[config.mk]
export PLATFORM = sky130hd
export DESIGN_NAME = pll_phase_ctrl_flat
export DESIGN_NICKNAME = d
export VERILOG_FILES = /design/src/rtl/pll_phase_pkg.sv /design/src/rtl/pll_phase_ctrl_if.sv /design/src/rtl/pll_lock_sync.sv /design/src/rtl/pll_phase_ctrl.sv /design/src/flat_wrapper.sv
export SDC_FILE = /design/constraint.sdc
export NUM_CORES = 1
export LEC_CHECK = 0
export ABC_AREA = 1
export CAP_MARGIN = 15
export CORE_MARGIN = 10
export CORE_UTILIZATION = 54
export DETAILED_ROUTE_END_ITERATION = 8
export GPL_TIMING_DRIVEN = 1
export PLACE_DENSITY = 0.89
export REMOVE_ABC_BUFFERS = 1
export SYNTH_ARGS = -nofsm -noshare
export SYNTH_HDL_FRONTEND = slang
export SYNTH_HIERARCHICAL = 1
export SYNTH_SLANG_ARGS = --single-unit
export TNS_END_PERCENT = 50
[constraint.sdc]
create_clock -name CLK -period 2.8 [get_ports CLK]
set_input_delay 0.28 -clock CLK [delete_from_list [all_inputs] [get_ports CLK]]
set_output_delay 0.28 -clock CLK [all_outputs]
set_load 0.005 [all_outputs]
[src/rtl/pll_phase_pkg.sv]
// Shared types and encodings for the PLL dynamic-phase-shift sequencer.
package pll_phase_pkg;

  typedef enum logic [2:0] {
    ST_IDLE      = 3'd0,
    ST_SETUP     = 3'd1,
    ST_STEP_ON   = 3'd2,
    ST_STEP_OFF  = 3'd3,
    ST_LOAD_ON   = 3'd4,
    ST_LOAD_OFF  = 3'd5,
    ST_SETTLE    = 3'd6,
    ST_LOCK_WAIT = 3'd7
  } pll_state_e;

  localparam logic [1:0] SEL_CLKOS  = 2'd0;
  localparam logic [1:0] SEL_CLKOS2 = 2'd1;
  localparam logic [1:0] SEL_CLKOS3 = 2'd2;
  localparam logic [1:0] SEL_CLKOP  = 2'd3;

  localparam logic DIR_DELAY   = 1'b0;
  localparam logic DIR_ADVANCE = 1'b1;

endpackage

[src/rtl/pll_phase_ctrl_if.sv]
// Command channel from link training into the phase-shift sequencer.
// Valid/ready: master holds CMD_VALID and all CMD_* fields stable until the
// edge where CMD_VALID & CMD_READY are both high; that edge transfers the command.
interface pll_phase_ctrl_if #(
  parameter int STEPS_W = 8
);
  logic               CMD_VALID;
  logic               CMD_READY;
  logic [1:0]         CMD_SEL;
  logic               CMD_DIR;
  logic [STEPS_W-1:0] CMD_STEPS;
  logic               CMD_LOAD;

  modport master (output CMD_VALID, CMD_SEL, CMD_DIR, CMD_STEPS, CMD_LOAD,
                  input  CMD_READY);
  modport slave  (input  CMD_VALID, CMD_SEL, CMD_DIR, CMD_STEPS, CMD_LOAD,
                  output CMD_READY);
endinterface

[src/rtl/pll_lock_sync.sv]
// Two-flop synchroniser for PLL status inputs; output resets low.
module pll_lock_sync (
  input  logic clk_i,
  input  logic rst_ni,
  input  logic d_i,
  output logic q_o
);
  logic meta_q;
  logic sync_q;

  always_ff @(posedge clk_i or negedge rst_ni) begin
    if (!rst_ni) begin
      meta_q <= 1'b0;
      sync_q <= 1'b0;
    end else begin
      meta_q <= d_i;
      sync_q <= meta_q;
    end
  end

  assign q_o = sync_q;
endmodule

[src/rtl/pll_phase_ctrl.sv]
// Sequences PHASESEL/PHASEDIR/PHASESTEP/PHASELOADREG for one phase-shift
// command at a time, tracks per-output phase offsets and checks LOCK afterwards.
module pll_phase_ctrl
  import pll_phase_pkg::*;
#(
  parameter int STEPS_W      = 8,
  parameter int PHASE_W      = 10,
  parameter int SETUP_CYC    = 4,
  parameter int PULSE_CYC    = 4,
  parameter int GAP_CYC      = 4,
  parameter int SETTLE_CYC   = 64,
  parameter int LOCK_TIMEOUT = 4096
) (
  input  logic                 CLK,
  input  logic                 RST_N,
  pll_phase_ctrl_if.slave      cmd,
  input  logic                 LOCK,
  output logic [1:0]           PHASESEL,
  output logic                 PHASEDIR,
  output logic                 PHASESTEP,
  output logic                 PHASELOADREG,
  output logic                 BUSY,
  output logic                 DONE,
  output logic                 ERR,
  output logic                 LOCK_OK,
  output logic [4*PHASE_W-1:0] PHASE_OFS,
  output pll_state_e           DBG_STATE
);
  localparam int TMR_MAX = (SETTLE_CYC > LOCK_TIMEOUT) ? SETTLE_CYC : LOCK_TIMEOUT;
  localparam int TMR_W   = (TMR_MAX > 1) ? $clog2(TMR_MAX) : 1;
  localparam logic [TMR_W-1:0] T_SETUP  = TMR_W'(SETUP_CYC - 1);
  localparam logic [TMR_W-1:0] T_PULSE  = TMR_W'(PULSE_CYC - 1);
  localparam logic [TMR_W-1:0] T_GAP    = TMR_W'(GAP_CYC - 1);
  localparam logic [TMR_W-1:0] T_SETTLE = TMR_W'(SETTLE_CYC - 1);
  localparam logic [TMR_W-1:0] T_LOCK   = TMR_W'(LOCK_TIMEOUT - 1);

  pll_state_e         state_q, state_d;
  logic [TMR_W-1:0]   tmr_q, tmr_d;
  logic [STEPS_W-1:0] steps_q, steps_d;
  logic [1:0]         sel_q, sel_d;
  logic               dir_q, dir_d;
  logic               load_q, load_d;
  logic               err_q, err_d;
  logic               done_q, done_d;
  logic               step_q, step_d;
  logic               ldreg_q, ldreg_d;
  logic [PHASE_W-1:0] acc_q [4];
  logic [PHASE_W-1:0] acc_d [4];
  logic               lock_ok;
  logic               accept;
  logic               tmr_zero;

  pll_lock_sync u_lock_sync (
    .clk_i  (CLK),
    .rst_ni (RST_N),
    .d_i    (LOCK),
    .q_o    (lock_ok)
  );

  assign cmd.CMD_READY = (state_q == ST_IDLE) & lock_ok;
  assign accept        = cmd.CMD_VALID & cmd.CMD_READY;
  assign tmr_zero      = (tmr_q == '0);

  always_comb begin
    state_d = state_q;
    tmr_d   = tmr_q;
    steps_d = steps_q;
    sel_d   = sel_q;
    dir_d   = dir_q;
    load_d  = load_q;
    err_d   = err_q;
    done_d  = 1'b0;
    acc_d   = acc_q;
    case (state_q)
      ST_IDLE: if (accept) begin
        state_d = ST_SETUP;
        tmr_d   = T_SETUP;
        sel_d   = cmd.CMD_SEL;
        dir_d   = cmd.CMD_DIR;
        steps_d = cmd.CMD_STEPS;
        load_d  = cmd.CMD_LOAD;
        err_d   = 1'b0;
      end
      ST_SETUP: if (!tmr_zero) tmr_d = tmr_q - 1'b1;
        else if (steps_q != '0) begin state_d = ST_STEP_ON; tmr_d = T_PULSE;  end
        else if (load_q)        begin state_d = ST_LOAD_ON; tmr_d = T_PULSE;  end
        else                    begin state_d = ST_SETTLE;  tmr_d = T_SETTLE; end
      // Each step is booked into the offset as its pulse ends.
      ST_STEP_ON: if (!tmr_zero) tmr_d = tmr_q - 1'b1;
        else begin
          state_d       = ST_STEP_OFF;
          tmr_d         = T_GAP;
          steps_d       = steps_q - 1'b1;
          acc_d[sel_q]  = (dir_q == DIR_ADVANCE) ? acc_q[sel_q] - 1'b1
                                                 : acc_q[sel_q] + 1'b1;
        end
      ST_STEP_OFF: if (!tmr_zero) tmr_d = tmr_q - 1'b1;
        else if (steps_q != '0) begin state_d = ST_STEP_ON; tmr_d = T_PULSE;  end
        else if (load_q)        begin state_d = ST_LOAD_ON; tmr_d = T_PULSE;  end
        else                    begin state_d = ST_SETTLE;  tmr_d = T_SETTLE; end
      ST_LOAD_ON: if (!tmr_zero) tmr_d = tmr_q - 1'b1;
        else begin state_d = ST_LOAD_OFF; tmr_d = T_GAP; end
      ST_LOAD_OFF: if (!tmr_zero) tmr_d = tmr_q - 1'b1;
        else begin state_d = ST_SETTLE; tmr_d = T_SETTLE; end
      ST_SETTLE: if (!tmr_zero) tmr_d = tmr_q - 1'b1;
        else begin state_d = ST_LOCK_WAIT; tmr_d = T_LOCK; end
      ST_LOCK_WAIT: if (lock_ok) begin
          state_d = ST_IDLE;
          done_d  = 1'b1;
        end else if (tmr_zero) begin
          state_d = ST_IDLE;
          done_d  = 1'b1;
          err_d   = 1'b1;
        end else tmr_d = tmr_q - 1'b1;
      default: state_d = ST_IDLE;
    endcase
    // Pulse outputs come straight from flops so the PLL never sees decode glitches.
    step_d  = (state_d == ST_STEP_ON);
    ldreg_d = (state_d == ST_LOAD_ON);
  end

  always_ff @(posedge CLK or negedge RST_N) begin
    if (!RST_N) begin
      state_q <= ST_IDLE;
      tmr_q   <= '0;
      steps_q <= '0;
      sel_q   <= '0;
      dir_q   <= 1'b0;
      load_q  <= 1'b0;
      err_q   <= 1'b0;
      done_q  <= 1'b0;
      step_q  <= 1'b0;
      ldreg_q <= 1'b0;
      for (int i = 0; i < 4; i++) acc_q[i] <= '0;
    end else begin
      state_q <= state_d;
      tmr_q   <= tmr_d;
      steps_q <= steps_d;
      sel_q   <= sel_d;
      dir_q   <= dir_d;
      load_q  <= load_d;
      err_q   <= err_d;
      done_q  <= done_d;
      step_q  <= step_d;
      ldreg_q <= ldreg_d;
      acc_q   <= acc_d;
    end
  end

  for (genvar k = 0; k < 4; k++) begin : g_ofs
    assign PHASE_OFS[k*PHASE_W +: PHASE_W] = acc_q[k];
  end

  assign PHASESEL     = sel_q;
  assign PHASEDIR     = dir_q;
  assign PHASESTEP    = step_q;
  assign PHASELOADREG = ldreg_q;
  assign BUSY         = (state_q != ST_IDLE);
  assign DONE         = done_q;
  assign ERR          = err_q;
  assign LOCK_OK      = lock_ok;
  assign DBG_STATE    = state_q;
endmodule

[src/flat_wrapper.sv]
// flat-port wrapper written by rule: the top's interface ports become plain ports
module pll_phase_ctrl_flat import pll_phase_pkg::*;
#(
  parameter int STEPS_W      = 8,
  parameter int PHASE_W      = 10,
  parameter int SETUP_CYC    = 4,
  parameter int PULSE_CYC    = 4,
  parameter int GAP_CYC      = 4,
  parameter int SETTLE_CYC   = 64,
  parameter int LOCK_TIMEOUT = 4096
)
  (CLK, RST_N, LOCK, PHASESEL, PHASEDIR, PHASESTEP, PHASELOADREG, BUSY, DONE, ERR, LOCK_OK, PHASE_OFS, DBG_STATE, cmd_CMD_VALID, cmd_CMD_SEL, cmd_CMD_DIR, cmd_CMD_STEPS, cmd_CMD_LOAD, cmd_CMD_READY);
  pll_phase_ctrl_if #(.STEPS_W(STEPS_W)) cmd_i ();
  input  logic CLK;
  input  logic RST_N;
  input  logic LOCK;
  output logic [1:0] PHASESEL;
  output logic PHASEDIR;
  output logic PHASESTEP;
  output logic PHASELOADREG;
  output logic BUSY;
  output logic DONE;
  output logic ERR;
  output logic LOCK_OK;
  output logic [4*PHASE_W-1:0] PHASE_OFS;
  output pll_state_e DBG_STATE;
  input wire logic [$bits(cmd_i.CMD_VALID)-1:0] cmd_CMD_VALID;
  input wire logic [$bits(cmd_i.CMD_SEL)-1:0] cmd_CMD_SEL;
  input wire logic [$bits(cmd_i.CMD_DIR)-1:0] cmd_CMD_DIR;
  input wire logic [$bits(cmd_i.CMD_STEPS)-1:0] cmd_CMD_STEPS;
  input wire logic [$bits(cmd_i.CMD_LOAD)-1:0] cmd_CMD_LOAD;
  output wire logic [$bits(cmd_i.CMD_READY)-1:0] cmd_CMD_READY;
  assign cmd_i.CMD_VALID = cmd_CMD_VALID;
  assign cmd_i.CMD_SEL = cmd_CMD_SEL;
  assign cmd_i.CMD_DIR = cmd_CMD_DIR;
  assign cmd_i.CMD_STEPS = cmd_CMD_STEPS;
  assign cmd_i.CMD_LOAD = cmd_CMD_LOAD;
  assign cmd_CMD_READY = cmd_i.CMD_READY;
  pll_phase_ctrl #(.STEPS_W(STEPS_W), .PHASE_W(PHASE_W), .SETUP_CYC(SETUP_CYC), .PULSE_CYC(PULSE_CYC), .GAP_CYC(GAP_CYC), .SETTLE_CYC(SETTLE_CYC), .LOCK_TIMEOUT(LOCK_TIMEOUT)) u_core (.CLK(CLK), .RST_N(RST_N), .cmd(cmd_i), .LOCK(LOCK), .PHASESEL(PHASESEL), .PHASEDIR(PHASEDIR), .PHASESTEP(PHASESTEP), .PHASELOADREG(PHASELOADREG), .BUSY(BUSY), .DONE(DONE), .ERR(ERR), .LOCK_OK(LOCK_OK), .PHASE_OFS(PHASE_OFS), .DBG_STATE(DBG_STATE));
endmodule
======== Word-level counts from Yosys, hierarchy flattened ========
Cells that the tools add are included.
word-level totals
  register bits after elaboration ......... 73
  bits of input ports ..................... 16
  output and inout bits ................... 53
  word-level logic and storage cells ...... 91
cells by class
  add/sub/neg operators ................... 4
  order comparisons ....................... 2
  eq/ne operators ......................... 14
  mux-type cells .......................... 38
  bitwise logic cells ..................... 3
  reduce and logical (&&, ||, !) cells .... 14
operator list
  kind                                                                   count
  12-bit 2-to-1 mux                                                      8
  12-bit one-hot mux with 6 select lines                                 1
  40-bit bitwise mux                                                     1
  10-bit 2-to-1 mux                                                      4
  3-bit 2-to-1 mux                                                       9
  3-bit one-hot mux with 7 select lines                                  1
  10-bit binary-select mux with 2-bit select                             1
  10-bit demux with 2-bit select                                         1
  8-bit 2-to-1 mux                                                       2
  8-bit one-hot mux with 2 select lines                                  1
  3-bit == test (second input constant)                                  5
  12-bit logical NOT                                                     1
  12-bit by 1-bit subtractor with 12-bit output (second input constant)  1
  10-bit by 1-bit adder with 10-bit output (second input constant)       1
  10-bit by 1-bit subtractor with 10-bit output (second input constant)  1
  3-bit by 2-bit == test with 1-bit output (second input constant)       3
  8-bit nonzero test                                                     1
  8-bit by 1-bit subtractor with 8-bit output (second input constant)    1
  1-bit 2-to-1 mux                                                       6
  6-bit 2-to-1 mux                                                       1
  2-bit by 1-bit != test with 1-bit output (second input constant)       3
  3-bit AND reduction                                                    2
  2-bit != test (second input constant)                                  2
  2-bit AND reduction                                                    2
  other kinds (13)                                                       16

======== Logic depth before layout (Yosys ltp) ========
Gate-level depths: netlist of run 1.
  depth after elaboration ................. 7
  depth in mapped cells ................... 17
  mapped depth without buffers ............ 16

======== Cells and area by module ========
The synthesis of run 1 kept the hierarchy.
by module, submodules not included
  module          times used  cells an instance  area an instance (um^2)  sequential area each (um^2)
  pll_phase_ctrl  1           592                4337.9                   1776.7
  pll_lock_sync   1           2                  50.0                     50.0

======== Worst setup path after synthesis of run 1 ========
Ideal clock, no wire load.
  kind .................................... reg-to-reg
  start ................................... reg u_core.sel_q[0] (netlist: u_core/PHASESEL[0])
  end ..................................... reg u_core.acc_q (netlist bit u_core/PHASE_OFS[16])
  library setup time ...................... 0.131 ns
  arrival ................................. 2.163 ns
  required time ........................... 2.669 ns
  slack ................................... 0.506 ns
  cell stages (with the launch flop) ...... 11
  buffers on the path ..................... 1
  clock period less this slack ............ 2.294 ns
  cells stage by stage .................... dfrtp_1 buf_4 nor2_1 a22oi_1 nand2_1 ha_1 a21oi_1 nand2_1 a21oi_1 xor2_1 o21ai_0
on the way
  word-level cells in the longest chain between the ends .. 7
  elaborated cells between the ends (all ways) .. 13
  those cells by class .................... add/sub (2); order compare (2); mux (7); bitwise (1); reduce/logical (1)
RTL lines
  what                                                                                                              RTL line                                    text
  start, declared                                                                                                   pll_phase_ctrl.sv:40                        logic [1:0] sel_q, sel_d;
  start signal, assigned                                                                                            pll_phase_ctrl.sv:139                       sel_q <= sel_d;
  2-bit inverter with 3-bit output (*)                                                                              pll_phase_ctrl.sv:94, pll_phase_ctrl.sv:95
  10-bit binary-select mux with 2-bit select                                                                        pll_phase_ctrl.sv:94, pll_phase_ctrl.sv:95
  10-bit 2-to-1 mux (not written as such) (2 in series)                                                             pll_phase_ctrl.sv:94, pll_phase_ctrl.sv:95
  10-bit by 1-bit adder with 10-bit output / 10-bit by 1-bit subtractor with 10-bit output (equally long branches)  pll_phase_ctrl.sv:95, pll_phase_ctrl.sv:94
  10-bit 2-to-1 mux                                                                                                 pll_phase_ctrl.sv:94                        acc_d[sel_q] = (dir_q == DIR_ADVANCE) ? acc_q[sel_q] - 1'b1
  40-bit bitwise mux (*)                                                                                            pll_phase_ctrl.sv:94
  end signal, assigned                                                                                              pll_phase_ctrl.sv:146                       acc_q <= acc_d;
  end, declared                                                                                                     pll_phase_ctrl.sv:47                        logic [PHASE_W-1:0] acc_q [4];
Every way passes the cells marked *; elsewhere a longest branch is shown, timed or not. The select of a mux whose other input is x is not followed.
A chain may end at the register's enable or synchronous reset.

======== Final worst setup path of run 1 ========
  start ................................... reg u_core.sel_q[0] (netlist: u_core/PHASESEL[0])
  end ..................................... reg u_core.acc_q (netlist bit u_core/PHASE_OFS[15])
The elaborated chain is that of the path after synthesis.

==> results of run 1 <==
## final cells by class
class                           instances  area (µm²)  share of cell area
Multi-Input combinational cell        445        2220               0.416
Sequential cell                        73        1830               0.342
Tap cell                              102         128              0.0239
Inverter                               67         259              0.0485
Clock buffer                           10         128              0.0239
Timing Repair Buffer                   72         708               0.133
Clock inverter                          6        66.3              0.0124
## metal layers
metal,global-route usage,vias up,wire [µm]
li1,-,2060,-
met1,0.242,2031,4910
met2,0.350,172,6030
met3,0.0604,19,1020
met4,0.0661,0,151
met5,0,-,0
## state kept, by name, summed over array words and instances (netlist names)
name	flops
u_core/DONE	1
u_core/tmr_q	12
u_core/DBG_STATE	3
u_core/PHASELOADREG	1
u_core/PHASEDIR	1
u_core/load_q	1
u_core/PHASESEL	2
u_core/ERR	1
u_core/PHASE_OFS	40
u_core/u_lock_sync/q_o	1
u_core/PHASESTEP	1
u_core/u_lock_sync/meta_q	1
u_core/steps_q	8
## layout by cell type (no fill, tap or decap), drive strengths merged, types with 2 or more instances in the layout
| cell type | n |
|---|---|
| nand3b | 3 |
| a31oi | 5 |
| o21ai | 42 |
| dfrtp | 73 |
| a22oi | 13 |
| buf | 4 |
| nand4 | 5 |
| a21oi | 10 |
| xnor2 | 3 |
| ha | 12 |
| clkbuf | 10 |
| clkdlybuf4s50 | 67 |
| clkinvlp | 3 |
| clkinv | 2 |
| nor2 | 54 |
| nand3 | 58 |
| inv | 67 |
| nor3 | 4 |
| a21boi | 2 |
| xor2 | 9 |
| nand2 | 215 |
| or2 | 4 |
## cells in the mapped netlist (all sizes together) (2+ instances only)
master and instances:
dfrtp 73, nand2 215, nand3 58, a31oi 5
a22oi 13, nand4 5, or2 4, a21oi 10
ha 12, xnor2 3, o21ai 42, xor2 9
a21boi 2, nor2 54, inv 66, nor3 4
buf 9, nand3b 3
## final timing paths
check | from | to | slack [ns]
setup / recovery | u_core/PHASESEL[0] | u_core/PHASE_OFS[15] | 0.27
hold / removal | LOCK | u_core/u_lock_sync/meta_q | 0.36
setup reg to reg | u_core/PHASESEL[0] | u_core/PHASE_OFS[15] | 0.27
hold reg to reg | u_core/u_lock_sync/meta_q | u_core/u_lock_sync/q_o | 0.36
max in group asynchronous | RST_N | u_core/PHASE_OFS[24] | 1.50
min in group asynchronous | RST_N | u_core/tmr_q[2] | 0.47
## critical path, stage by stage, from the launching register on
cell	delay (ns)
dfrtp_1	0.49
nand2_1	0.22
inv_2	0.14
a22oi_1	0.22
nand2_1	0.08
ha_1	0.35
nand2_1	0.11
nand2_1	0.08
nand2_1	0.06
nand2_1	0.07
inv_1	0.07
nand2_1	0.07
xnor2_1	0.30
o21ai_0	0.15
## where the power goes
group / switching, mW / internal [mW]
logic: 0.0276 / 0.0238
clock network: 0.417 / 0.413
registers: 0.00150 / 1.06
## per-stage QoR
stage	hold slack (ns)	util
after floorplan	-0.0156	-
after global placement	0.318	0.657
after detailed placement	0.326	0.657
after CTS	0.344	0.683
after global routing	0.344	0.684
final	0.360	0.684
## cell families after synthesis
kind of cell | Yosys count
compound gates | 76
xor+xnor | 12
fa+ha+maj | 13
buf+inv | 76
flops | 73
simple gates | 344
## what timing repair did
action | in CTS | in global routing
hold buffers | 1 | 0
resized for setup | 0 | 2
hold endpoints to repair | 25 | 0
setup endpoints to repair | 0 | 19
==> metrics, run 1 <==
pin count of the biggest net entering global routing=31; DRT iter0 DRCs=256; vias in the first global route=4178; Synth cell types=38; wire per inst=15.6 µm; Pleak=2.75 nW; total clock sinks=73; hpwl dp=9100 µm; GP Congestion=0.965; Initial Util=0.562; Post-Route Setup TNS=0 ns; Data required, critical path=3.01 ns; Nets=697; min cycle time layout=2.53 ns; synthesized area per cell=7.39 µm²; crit end category=flop; IO Count=69; final hold vios=0; number of synthesized register bits=73; worst IR drop on VDD=0.000241 V; Slew headroom=0.586; Area Growth Syn to Fin=21.7%; Setup Crit Path Kind=flop to flop; P per Cell Area=363 nW/µm²; # diodes=0; CTS tree=done; initial antenna violation count=0; Antenna Nets Post-Route=0; Worst-Skew Late Latency=0.35 ns; post-synthesis adder-cell area fraction=0.0388; Root Buffer=clkbuf_8; # placed instances=758; Startpoint Class=flop; post-synthesis cell count=594; IO Port Bufs=68; CTS max path bufs=2; mux contribution to synthesized area=0; largest area contributor in the netlist=dfrtp_1; first-pass GRT wire length=19700 µm; worst-path maximum fanout=8; Post-Syn Area=4390 µm²; R2R depth=13; period utilization=0.905; grt total ovfl=0; Area contributors post-synth=dfrtp_1 (42%), nand2_1 (18%), nand3_1 (6.4%); WL final=12100 µm; run status=completed; main combinational cell family by area after synthesis=simple AND/OR/NAND/NOR gates; ys async rst share=1.00; Setup Buffers After CTS=0; die height=110 µm; post-route insts no fill=775; Clock transition at path regs=0.08 ns; Synth Area in Compound Gates=0.104; skew final=0.0106 ns; Synth Area in Simple Gates=0.340; Residual DRC=0; Place WS=0.0959 ns; H-tree levels=3; sequential area share after synthesis=0.416; Power Total=1.94 mW; core area=7810 µm²; CTS Buf Count=9; total vias in the final route=4282; Placed Area=5130 µm²; hold path depth=1; GRT Util Overall=0.205; Max Cap Viol=0; Critical Path AT=2.75 ns; xor and xnor area share after synthesis=0.0240; drt pass-1 iters=6; top cell type's share of synthesized area=0.416; Least-Margin Pin Slew=0.621 ns; Post-synth EDFFs=0; Avg Vias per Cell=5.53; RSZ-0062 raised after global routing=no; ys flop type=dfrtp_1; Die Wd=110 µm; fmax=0.395 GHz; Fillers=648; synthesis warning total=6; Max Slew Vio Count=0; Final Worst Setup Slack=0.266 ns; final instance area=5340 µm²; setup violators final=0; Hold Crit Class=input pin to flop; Core Rows=32; area of the die=12100 µm²; share of layout cells above drive strength 1=0.0817
Note: power is estimated with default switching activity, not from simulation.
==> inputs of run 2 (changes only) <==
CELL_PAD_IN_SITES_DETAIL_PLACEMENT = 1   (was unset)
CELL_PAD_IN_SITES_GLOBAL_PLACEMENT = 1   (was unset)
CORE_UTILIZATION = 39   (was 54)
==> run 2 against run 1 <==
Net effect: cell count up 5.0%; global-route usage shrank 2.1 points; sequential cell count unchanged; sequential power is essentially flat; die area rose by 31%; total power grew 17%; first-iteration DRC count shrank 11%; clock skew shrank 0.0054 ns; combinational power fell by 5.2%; worst hold slack worse by 0.29 ns; largest cell class unchanged; utilization fell by 17 points; highest routed layer unchanged.
==> metrics, run 2 (synthesized netlist as in run 1, its figures left out) <==
drt pass-1 iters=4 (was 6); RSZ-0062 raised after global routing=yes (was no); Final Worst Setup Slack=0.121 ns (was 0.266 ns); P per Cell Area=408 nW/µm² (was 363 nW/µm²); H-tree levels=3 (unchanged); pin count of the biggest net entering global routing=74 (was 31); Setup Crit Path Kind=flop to flop (unchanged); crit path buf inv count=4 (was 2); Root Buffer=clkbuf_16 (was clkbuf_8); Startpoint Class=flop (unchanged); WL final=15000 µm (was 12100 µm); Slew headroom=0.365 (was 0.586); Sw Share=0.222 (was 0.230); Die Wd=126 µm (was 110 µm); Max Slew Vio Count=0 (unchanged); period utilization=0.957 (was 0.905); Clock transition at path regs=0.06 ns (was 0.08 ns); worst-path maximum fanout=8 (unchanged); Max Cap Viol=0 (unchanged); most frequent CP cell=nand2_1 (unchanged); Critical Path Max Stage Delay=0.40 ns (was 0.49 ns); CP Cell Sequence=buf_4, nand2_4, clkinvlp_4, a22oi_2, nand2_2, ha_4, nand2_1, inv_1, nand2_1, nand2_1, inv_1, nand2_1, nand2_1, nand2_1, nand2_1, nand3_1, nand2_1 (was nand2_1, inv_2, a22oi_1, nand2_1, ha_1, nand2_1, nand2_1, nand2_1, nand2_1, inv_1, nand2_1, xnor2_1, o21ai_0); DRT iter0 DRCs=229 (was 256); IO Count=69 (unchanged); crit end category=flop (unchanged); Crit-path slowest cell=dfrtp_1 (unchanged); Area Growth Syn to Fin=26.8% (was 21.7%); fmax=0.373 GHz (was 0.395 GHz); Initial Util=0.401 (was 0.562); Power Total=2.27 mW (was 1.94 mW); Pleak=2.81 nW (was 2.75 nW); max reg flops=40 (unchanged); Placed Area=5180 µm² (was 5130 µm²); met2 Use GR=0.319 (was 0.350); Avg Vias per Cell=5.36 (was 5.53); family with the most delay on the worst path=simple AND/OR/NAND/NOR gates (unchanged); Place WS=-0.0185 ns (was 0.0959 ns); initial antenna violation count=1 (was 0); internal power=1.77 mW (was 1.49 mW); min cycle time layout=2.68 ns (was 2.53 ns); combinational power share=0.021 (was 0.027); wire per inst=18.4 µm (was 15.6 µm); gr busiest metal=met2 (unchanged); final instance area=5570 µm² (was 5340 µm²); setup violators final=0 (unchanged); IO Port Bufs=68 (unchanged); Data required, critical path=3.03 ns (was 3.01 ns); Nets=697 (unchanged); Hold Buf Count CTS=0 (was 1); leading cell types in the layout, fill and taps excluded=nand2_1 (205), dfrtp_1 (72), clkdlybuf4s50_1 (67) (was nand2_1 (207), dfrtp_1 (73), clkdlybuf4s50_1 (67)); GP Congestion=0.949 (was 0.965); total clock sinks=73 (unchanged); total vias in the final route=4362 (was 4282); skew final=0.00519 ns (was 0.0106 ns); M1 GR Usage=0.205 (was 0.242); GR Util met3=0.0579 (was 0.0604); grt total ovfl=0 (unchanged); GRT Util Overall=0.184 (was 0.205); vias in the first global route=4801 (was 4178); Hold Crit Class=input pin to asynchronous set/reset pin (was input pin to flop); sequential share of power=0.466 (was 0.545); worst IR drop on VDD=0.000235 V (was 0.000241 V); CTS Buf Count=9 (unchanged); Net Switching=0.504 mW (was 0.447 mW); share of layout cells above drive strength 1=0.103 (was 0.0817); Antenna Nets Post-Route=0 (unchanged); Worst-Skew Late Latency=0.34 ns (was 0.35 ns); core area=10900 µm² (was 7810 µm²); Critical Path AT=2.91 ns (was 2.75 ns); first-pass GRT wire length=24100 µm (was 19700 µm); commonest non-fill, non-tap cell in the layout=nand2_1 (unchanged); run status=completed (unchanged); clock power share=0.512 (was 0.428); final hold vios=0 (unchanged); hpwl dp=10600 µm (was 9100 µm); die height=126 µm (was 110 µm); Residual DRC=0 (unchanged); WHS=0.0738 ns (was 0.360 ns); Least-Margin Pin Slew=0.952 ns (was 0.621 ns); CTS tree=done (unchanged); Core Rows=38 (was 32); area of the die=15900 µm² (was 12100 µm²); CTS max path bufs=2 (unchanged)
run 2: changes by cell type in the layout (fill, tap and decap cells not counted), sizes merged:
cell,previous run,this run
clkinv,2,4
inv,67,65
buf,4,5
clkbuf,10,9
clkinvlp,3,4
diode,0,1
dlygate4sd3,1,0
run 2: power groups by stage:
stage	Clock [mW]	Combinational (mW)	Sequential, mW
2_1_floorplan	0	0.00507	1.08
3_3_place_gp	0	0.0492	1.08
6_report	1.16	0.0488	1.06
4_1_cts	1.19	0.0509	1.06
5_1_grt	1.23	0.0552	1.06
3_5_place_dp	0	0.0506	1.08
run 2: worst paths after layout:
| check | startpoint | to | slack, ns | cells past startpoint |
|---|---|---|---|---|
| worst max-delay path | u_core/PHASESEL[1] | u_core/PHASE_OFS[7] | 0.12 | 17 |
| worst min-delay path | RST_N | u_core/tmr_q[4] | 0.07 | 1 |
| worst max register to register | u_core/PHASESEL[1] | u_core/PHASE_OFS[7] | 0.12 | 17 |
| worst min register to register | u_core/u_lock_sync/meta_q | u_core/u_lock_sync/q_o | 0.36 | 0 |
| max in group asynchronous | RST_N | u_core/PHASESEL[0] | 2.04 | 1 |
| min in group CLK | u_core/u_lock_sync/meta_q | u_core/u_lock_sync/q_o | 0.36 | 0 |
run 2: cell type report:
type | count | area, µm²
Tap cell | 140 | 175
Antenna cell | 1 | 2.50
Timing Repair Buffer | 72 | 708
Inverter | 67 | 263
Multi-Input combinational cell | 445 | 2290
Fill cell | 1367 | 5370
Clock buffer | 9 | 225
Sequential cell | 73 | 1830
Clock inverter | 7 | 71.3
run 2: metrics by stage:
stage	util	TNS, ns	instances
floorplan	-	0	585
global placement	0.474	0	796
detailed placement	0.474	-0.0284	796
CTS	0.501	0	812
global route	0.509	-0.189	813
finish	0.509	0	814
run 2: what timing repair did:
action	CTS	global route
pin swaps	0	1
endpoints found under the setup margin	3	19
buffers inserted	0	1
endpoints found under the hold margin	0	0
gates resized for setup	1	14
run 2: metal layers:
metal,share of wire,up-vias,wire [µm]
li1,-,2051,-
met1,0.40,2164,6050
met2,0.51,118,7680
met3,0.058,29,864
met4,0.025,0,376
met5,0,-,0
==> inputs of run 3 (changes only) <==
PLACE_DENSITY = 0.79   (was 0.89)
==> run 3 against run 2 <==
Net effect: first-iteration DRC count is 2.2% lower; clock-buffer cell count is 3 higher; critical path depth is 3 lower; final area is 1.8% lower; sequential cell count stayed put; setup slack better by 0.18 ns; worst hold slack worse by 0.011 ns; utilization is 0.89 points lower; sequential share of layout area is 0.59 points higher; critical endpoint unchanged; largest power group unchanged; highest routed layer unchanged.
==> metrics, run 3 (synthesized netlist as in run 1, its figures left out) <==
Fillers=1405 (was 1367); P per Cell Area=408 nW/µm² (about the same); # diodes=0 (was 1); CP Cell Sequence=nor2_2, a22oi_1, nand2_1, ha_1, nand2_1, nand2_1, nand2_1, nand2_1, inv_1, nand2_1, nand2_1, nand3_1, nand3_1, nand2_1 (was buf_4, nand2_4, clkinvlp_4, a22oi_2, nand2_2, ha_4, nand2_1, inv_1, nand2_1, nand2_1, inv_1, nand2_1, nand2_1, nand2_1, nand2_1, nand3_1, nand2_1); Power Total=2.23 mW (was 2.27 mW); Root Buffer=clkbuf_16 (unchanged); total vias in the final route=4275 (was 4362); Data required, critical path=3.03 ns (about the same); min cycle time layout=2.50 ns (was 2.68 ns); Antenna Nets Post-Route=0 (unchanged); Setup Buffers After CTS=0 (unchanged); Critical Path AT=2.73 ns (was 2.91 ns); max reg flops=40 (unchanged); flop2flop setup slack=0.30 ns (was 0.12 ns); H-tree levels=3 (unchanged); worst IR drop on VDD=0.000349 V (was 0.000235 V); Crit-path slowest cell=dfrtp_2 (was dfrtp_1); fmax=0.400 GHz (was 0.373 GHz); core area=10900 µm² (unchanged); clock power share=0.503 (was 0.512); combinational power share=0.022 (was 0.021); commonest non-fill, non-tap cell in the layout=nand2_1 (unchanged); GRT Util Overall=0.182 (was 0.184); Avg Vias per Cell=5.28 (was 5.36); Nets=695 (was 697); Die Wd=126 µm (unchanged); total clock sinks=73 (unchanged); setup violators final=0 (unchanged); period utilization=0.892 (was 0.957); CTS tree=done (unchanged); area taken by multi-input logic gates=2230 µm² (was 2290 µm²); pin count of the biggest net entering global routing=74 (unchanged); wire per inst=17.7 µm (was 18.4 µm); Max Slew Vio Count=0 (unchanged); Max Cap Viol=0 (unchanged); sequential share of power=0.475 (was 0.466); Area Growth Syn to Fin=24.6% (was 26.8%); Least-Margin Pin Slew=0.978 ns (was 0.952 ns); initial antenna violation count=0 (was 1); Net Switching=0.468 mW (was 0.504 mW); Post-Route Setup TNS=0 ns (unchanged); RSZ-0062 raised after global routing=no (was yes); drt pass-1 iters=5 (was 4); IO Port Bufs=68 (unchanged); Startpoint Class=flop (unchanged); share of layout cells above drive strength 1=0.0806 (was 0.103); leading cell types in the layout, fill and taps excluded=nand2_1 (206), dfrtp_1 (72), clkdlybuf4s50_1 (67) (was nand2_1 (205), dfrtp_1 (72), clkdlybuf4s50_1 (67)); final hold vios=0 (unchanged); Core Rows=38 (unchanged); Sw Share=0.210 (was 0.222); CTS Buf Count=9 (unchanged); Worst-Skew Late Latency=0.34 ns (about the same); Pleak=2.79 nW (was 2.81 nW); IO Count=69 (unchanged); first-pass GRT wire length=23700 µm (was 24100 µm); GP Congestion=0.898 (was 0.949); run status=completed (unchanged); internal power=1.76 mW (was 1.77 mW); DRT iter0 DRCs=224 (was 229); Hold Crit Class=input pin to asynchronous set/reset pin (unchanged); CTS max path bufs=2 (unchanged); Setup Crit Path Kind=flop to flop (unchanged); Critical Path Max Stage Delay=0.48 ns (was 0.40 ns); worst-path maximum fanout=9 (was 8); Clock transition at path regs=0.06 ns (about the same); vias in the first global route=4555 (was 4801); grt total ovfl=0 (unchanged); Slew headroom=0.348 (was 0.365); Register Area=1830 µm² (unchanged); area of the die=15900 µm² (unchanged); Residual DRC=0 (unchanged); Initial Util=0.401 (unchanged); skew final=0.00682 ns (was 0.00519 ns); die height=126 µm (unchanged); hpwl dp=10700 µm (was 10600 µm); crit end category=flop (unchanged); WL final=14400 µm (was 15000 µm); most frequent CP cell=nand2_1 (unchanged)
[run 3: cell type report]
| type | instances | area share |
|---|---|---|
| flip-flops and latches | 73 | 0.334 |
| repair buffers | 70 | 0.127 |
| clock buffers | 12 | 0.0432 |
| well taps | 140 | 0.0320 |
| multi-input cells | 445 | 0.408 |
| clock inverters | 3 | 0.00778 |
| inverters | 67 | 0.0474 |
[run 3: final timing paths]
path	to	start	cells past startpoint
hold reg to reg	u_core/u_lock_sync/q_o	u_core/u_lock_sync/meta_q	0
setup / recovery	u_core/PHASE_OFS[7]	u_core/PHASESEL[0]	14
max in group asynchronous	u_core/PHASESEL[0]	RST_N	1
setup reg to reg	u_core/PHASE_OFS[7]	u_core/PHASESEL[0]	14
hold / removal	u_core/tmr_q[4]	RST_N	1
min in group CLK	u_core/u_lock_sync/q_o	u_core/u_lock_sync/meta_q	0
[run 3: repair_timing]
action / in CTS / in global routing
endpoints found under the hold margin: 0 / 0
setup endpoints to repair: 1 / 12
hold buffers: 0 / 0
gates cloned: 0 / 0
gates resized for setup: 1 / 4
pin swaps: 0 / 0
[run 3: routing by layer]
metal | vias up | track usage | share of wire
met5 | - | 0 | 0
met2 | 105 | 0.323 | 0.51
met1 | 2091 | 0.202 | 0.41
met3 | 23 | 0.0566 | 0.055
li1 | 2056 | - | -
met4 | 0 | 0.0576 | 0.019
[run 3: per-stage QoR]
| step | std cells | hold slack, ns | setup WS [ns] | cell area [µm²] | util |
|---|---|---|---|---|---|
| after floorplan | 585 | -0.0156 | 0.507 | 4310 | - |
| after global placement | 795 | 0.334 | 0.180 | 5170 | 0.473 |
| after detailed placement | 795 | 0.348 | 0.0463 | 5170 | 0.473 |
| after CTS | 810 | 0.131 | 0.127 | 5460 | 0.499 |
| after global routing | 810 | 0.164 | 0.0125 | 5470 | 0.500 |
| final | 810 | 0.0629 | 0.303 | 5470 | 0.500 |
[run 3: power groups by stage]
stage | Sequential, mW | Clock, mW | Combinational (mW)
after floorplan | 1.08 | 0 | 0.00507
after global placement | 1.08 | 0 | 0.0495
after detailed placement | 1.08 | 0 | 0.0505
after CTS | 1.06 | 1.15 | 0.0509
after global routing | 1.06 | 1.20 | 0.0552
final | 1.06 | 1.12 | 0.0487
[run 3: critical path, delay by kind of cell (launching register included)]
kind	cells	cell delay [ns]
buffers and inverters	1	0.06
and+or+nand+nor	11	1.39
adders and majority gates	1	0.28
AOI/OAI and AO/OA	1	0.17
DFF	1	0.48
